`config.mk`:
```
export PLATFORM = sky130hd
export DESIGN_NAME = pipe_ctrl_track
export DESIGN_NICKNAME = d
export VERILOG_FILES = /design/src/rtl/pipe_ctrl_track.sv
export SDC_FILE = /design/constraint.sdc
export NUM_CORES = 1
export LEC_CHECK = 0
export CAP_MARGIN = 20
export CORE_ASPECT_RATIO = 0.9
export CORE_MARGIN = 1.5
export CORE_UTILIZATION = 41
export DETAILED_ROUTE_END_ITERATION = 10
export HOLD_SLACK_MARGIN = 0.02
export MAX_ROUTING_LAYER = met4
export PLACE_DENSITY_LB_ADDON = 0.15
export SLEW_MARGIN = 5
export SYNTH_ARGS = -nofsm -noshare
export SYNTH_HDL_FRONTEND = slang
export SYNTH_SLANG_ARGS = --single-unit
```
`constraint.sdc`:
```
create_clock -name clk -period 2.7 [get_ports clk]
set_clock_uncertainty 0.2 [all_clocks]
set_input_delay 0.54 -clock clk [delete_from_list [all_inputs] [get_ports clk]]
set_output_delay 0.54 -clock clk [all_outputs]
set_load 0.02 [all_outputs]
```
`src/rtl/pipe_ctrl_track.sv`:
```
// pipe_ctrl_track: carries per-instruction WB/MEM control bits through ID->EXE->MEM->WB
// and returns per-stage feedback plus retired-instruction and bubble counters.
module pipe_ctrl_track #(
    parameter int CNT_W = 32,
    parameter logic [4:0] LINK_REG = 5'd31
) (
    input  logic             clk,
    input  logic             rst,
    input  logic             if_valid,
    input  logic             id_en,
    input  logic             id_rst,
    input  logic             exe_en,
    input  logic             exe_rst,
    input  logic             mem_en,
    input  logic             mem_rst,
    input  logic             wb_en,
    input  logic             wb_rst,
    input  logic [31:0]      inst,
    input  logic             wb_wen,
    input  logic [1:0]       wb_addr_src,
    input  logic             wb_data_src,
    input  logic             mem_ren,
    input  logic             mem_wen,
    input  logic             is_load,
    input  logic             fwd_m,
    output logic             id_valid,
    output logic             exe_valid,
    output logic             mem_valid,
    output logic             wb_valid,
    output logic [4:0]       regw_addr_exe,
    output logic [4:0]       regw_addr_mem,
    output logic [4:0]       regw_addr_wb,
    output logic             wb_wen_exe,
    output logic             wb_wen_mem,
    output logic             wb_wen_wb,
    output logic             is_load_exe,
    output logic             mem_ren_mem,
    output logic             mem_wen_mem,
    output logic             fwd_m_mem,
    output logic             wb_data_src_wb,
    output logic [CNT_W-1:0] instret,
    output logic [CNT_W-1:0] bubble_cnt
);
    logic [4:0] id_addr;
    logic       id_wen;
    logic       exe_mem_ren;
    logic       exe_mem_wen;
    logic       exe_fwd_m;
    logic       exe_wb_data_src;
    logic       mem_wb_data_src;
    logic       unused_inst;

    assign unused_inst = ^{inst[31:21], inst[10:0]};

    // Reserved source 3 decodes to a harmless no-write to $0.
    assign id_addr = wb_addr_src == 2'd0 ? inst[15:11] :
                     wb_addr_src == 2'd1 ? inst[20:16] :
                     wb_addr_src == 2'd2 ? LINK_REG : 5'd0;
    assign id_wen  = wb_wen & id_valid & (wb_addr_src != 2'd3);

    always_ff @(posedge clk) begin
        if (rst || id_rst)
            id_valid <= 1'b0;
        else if (id_en)
            id_valid <= if_valid;
    end

    always_ff @(posedge clk) begin
        if (rst || exe_rst) begin
            exe_valid       <= 1'b0;
            regw_addr_exe   <= 5'd0;
            wb_wen_exe      <= 1'b0;
            is_load_exe     <= 1'b0;
            exe_mem_ren     <= 1'b0;
            exe_mem_wen     <= 1'b0;
            exe_fwd_m       <= 1'b0;
            exe_wb_data_src <= 1'b0;
        end else if (exe_en) begin
            exe_valid       <= id_valid;
            regw_addr_exe   <= id_addr;
            wb_wen_exe      <= id_wen;
            is_load_exe     <= is_load & id_valid;
            exe_mem_ren     <= mem_ren & id_valid;
            exe_mem_wen     <= mem_wen & id_valid;
            exe_fwd_m       <= fwd_m & id_valid;
            exe_wb_data_src <= wb_data_src;
        end
    end

    always_ff @(posedge clk) begin
        if (rst || mem_rst) begin
            mem_valid       <= 1'b0;
            regw_addr_mem   <= 5'd0;
            wb_wen_mem      <= 1'b0;
            mem_ren_mem     <= 1'b0;
            mem_wen_mem     <= 1'b0;
            fwd_m_mem       <= 1'b0;
            mem_wb_data_src <= 1'b0;
        end else if (mem_en) begin
            mem_valid       <= exe_valid;
            regw_addr_mem   <= regw_addr_exe;
            wb_wen_mem      <= wb_wen_exe;
            mem_ren_mem     <= exe_mem_ren;
            mem_wen_mem     <= exe_mem_wen;
            fwd_m_mem       <= exe_fwd_m;
            mem_wb_data_src <= exe_wb_data_src;
        end
    end

    always_ff @(posedge clk) begin
        if (rst || wb_rst) begin
            wb_valid       <= 1'b0;
            regw_addr_wb   <= 5'd0;
            wb_wen_wb      <= 1'b0;
            wb_data_src_wb <= 1'b0;
        end else if (wb_en) begin
            wb_valid       <= mem_valid;
            regw_addr_wb   <= regw_addr_mem;
            wb_wen_wb      <= wb_wen_mem;
            wb_data_src_wb <= mem_wb_data_src;
        end
    end

    // An instruction retires as it leaves WB, even if WB is squashed behind it.
    always_ff @(posedge clk) begin
        if (rst) begin
            instret    <= '0;
            bubble_cnt <= '0;
        end else begin
            instret    <= instret + CNT_W'(wb_valid & wb_en);
            bubble_cnt <= bubble_cnt + CNT_W'(exe_rst & id_valid);
        end
    end
endmodule

```
==> summary.txt <==
Global routing
  – Vias in the first global route: 3,250
  – GR Overflow Total: 0
  – Initial antenna violation count: 0
  – Largest net degree at the start of global routing: 34
  – All-layer global routing usage: 19.3%
  – First-pass GRT wire length: 15,700 um

Place
  – Place WS: -39.6 ps
  – Hpwl dp: 7070 um
  – IO buf count: 119
  – GPL Wtd Cong: 0.841
  – Placed instance area: 5440 um^2
  – # placed instances: 690

Timing
  – Worst Max-Slew Pin Slew: 458 ps
  – Relative slew slack: 69.3%
  – Final-report setup violation count: 0
  – Final critical-path share of the clock period: 88.7%
  – Final slew viol count: 0
  – Max Freq: 418 MHz
  – Hold Vio Cnt, Final: 0
  – Final Critical Period: 2390 ps
  – Worst setup margin: 306 ps
  – RSZ-0062 raised after global routing: false

Detailed routing
  – DRT Pass-1 Iters: 4
  – DRT iter0 DRCs: 88
  – DRT met1 WL: 4640 um
  – DR WL/cell: 13.8 um
  – Max Used Layer: met4
  – Vias/cell: 5.00
  – Post-Route WL: 9720 um
  – DRC Markers: 0
  – Routed Antenna Nets: 0
  – Metal3 WL: 453 um
  – Vias after detailed routing: 3,523
  – Metal2 WL: 4540 um

Logic synthesis
  – Synth Instances: 443
  – Sequential share of the synthesized area: 47.9%
  – Avg Inst Size Synth: 9.07 um^2
  – Mapped cell area: 4020 um^2
  – Yosys reg bits: 96
  – Synth warnings: 0
  – Number of synthesized flops with an enable pin: 0
  – Yosys cell types: 33
  – Async S/R FF share, synth: 0%
  – Synthesized Nets: 499
  – Ys flop type: dfxtp_1

Worst setup path
  – Reg2reg path depth: 8
  – Crit path max-delay cell type: clkdlybuf4s50_1
  – Reg2reg end: bubble_cnt[22]
  – Largest fanout on the critical path: 5
  – CP Depth: 9
  – Crit path launch type: input pin
  – Req. time, crit path: 2720 ps
  – CP most frequent cell: ha_1
  – Worst Setup EP: bubble_cnt[22]
  – Crit path cell chain: clkdlybuf4s50_1, and2_1, ha_1, ha_1, nand3_1, or2_2, nor3_1, xnor2_1, nor2_1
  – R2R setup slack: 540 ps
  – CP Launch Point: exe_rst
  – CP Class: in2reg
  – RR Startpoint: id_valid
  – CP endpoint kind: flip-flop
  – Largest stage delay, worst path: 470 ps
  – CP top delay family: simple AND/OR/NAND/NOR gates
  – Arr. time, crit path: 2420 ps
  – WP buf/inv: 1

Finish
  – Sequential cell area: 1920 um^2
  – Fill count: 858
  – Most common cell after layout, fill and taps aside: clkdlybuf4s50_1
  – Most frequent cells in the layout: 118 x clkdlybuf4s50_1, 96 x dfxtp_1, 89 x nor2_1
  – Post-layout instance count excluding filler cells: 705
  – Synthesis-to-finish area growth: 41.2%
  – Share of layout cells above drive strength 1: 7.43%
  – Antenna fix cells: 0
  – Area of the multi-input gates: 1990 um^2
  – Core Util, Final: 59.0%
  – Design Area, Final: 5670 um^2
  – Final Net Count: 631

Floorplanning
  – Die Wd: 107 um
  – Cell Rows: 34
  – Die area: 10,400 um^2
  – Initial Util: 41.8%
  – Die Y: 96.9 um
  – IO Pins: 142
  – Core Footprint: 9610 um^2

Run
  – Maxcap violations: 0

Power
  – Leakage: 2.12 nW
  – Worst vdd ir: 0.301 mV
  – PD cells: 467 nW/um^2

Clock network
  – Post_cts resized: 0
  – # Post-CTS Setup Buffers: 0
  – Worst skew pair latency: 350 ps
  – # hold bufs at CTS: 0
  – CTS tree: yes
  – Clock Pin Slew Worst Setup and Hold Paths: 80 ps
  – Root buffer cell: clkbuf_8
  – Clock tree buffer depth: 2
  – Number of H-tree levels: 3
  – Cts bufs inserted: 9
  – Clock sink total: 96

Worst hold path
  – Min-delay worst type: reg2reg

Run status
  – Outcome: finished clean
==> where the power goes <==
group / switching [mW] / internal, mW / leakage, nW
combinational: 0.0598 / 0.0617 / 1.23
clock: 0.463 / 0.637 / 0.117
sequential: 0.00482 / 1.42 / 0.774
==> state kept, by name (all words and copies together) (netlist names), 5 cells and up <==
name           count
bubble_cnt        32
instret           32
regw_addr_exe      5
regw_addr_mem      5
regw_addr_wb       5
==> how the worst min path moves through the flow <==
stage	end	from	cells past startpoint	slack [ps]
global placement	regw_addr_exe[1]	regw_addr_exe[1]	2	270
floorplan	exe_wb_data_src	exe_wb_data_src	2	260
global route	regw_addr_exe[4]	regw_addr_exe[4]	2	320
CTS	regw_addr_exe[4]	regw_addr_exe[4]	2	290
detailed placement	regw_addr_exe[4]	regw_addr_exe[4]	2	280
finish	regw_addr_exe[4]	regw_addr_exe[4]	2	290
==> cells by family (layout without fill, tap and decap cells) <==
kind of cell               after synthesis  after routing  share of synthesized area (%)
and+or+nand+nor                        206            206                           26.0
DFF                                     96             96                           47.9
xor gates and xnor gates                53             53                           11.6
AOI/OAI and AO/OA                       35             35                           5.23
buffers and inverters                   27            163                           2.55
muxes                                   21             21                           5.23
adders and majority gates                5              5                           1.56
==> synthesized netlist by cell type, drive strengths merged, types with 5 or more instances <==
cell / number / area share [%]
or3: 7 / 1.1
clkbuf: 13 / 1.2
o311ai: 5 / 1.1
nand4: 23 / 4.1
mux2i: 21 / 5.2
xor2: 40 / 8.7
nand3: 31 / 3.9
and3: 11 / 1.7
xnor2: 13 / 2.8
inv: 10 / 0.93
nor3: 6 / 0.87
nand2: 19 / 1.8
dfxtp: 96 / 48
nor2: 89 / 8.3
o21ai: 11 / 1.4
ha: 5 / 1.6
a21oi: 13 / 1.6
==> per-layer routing <==
metal | GRT usage, % | up-vias
li1 | - | 1780
met1 | 24.6 | 1663
met2 | 30.1 | 71
met3 | 5.46 | 9
met4 | 5.16 | 0
met5 | - | -
==> final cells by class <==
cell class | instances | area share [%]
well taps | 126 | 2.78
multi-input cells | 320 | 35.1
flip-flops and latches | 96 | 33.9
repair buffers | 138 | 23.4
inverters | 10 | 0.662
clock buffers | 12 | 2.56
clock inverters | 3 | 1.59
==> stage by stage <==
stage	hold slack [ps]	setup TNS, ps	total power, mW
floorplan	260	0	1.51
finish	289	0	2.65
CTS	292	0	2.68
detailed placement	282	-143	1.58
global route	322	0	2.75
global placement	271	-125	1.58
==> worst register-to-register path: stages (launching register included) <==
cell,delay (ps)
dfxtp_1,410
and2_1,160
ha_1,180
ha_1,200
nand3_1,100
or2_2,350
nor3_1,240
xnor2_1,140
nor2_1,50
Power figures use the tool's default switching activity.
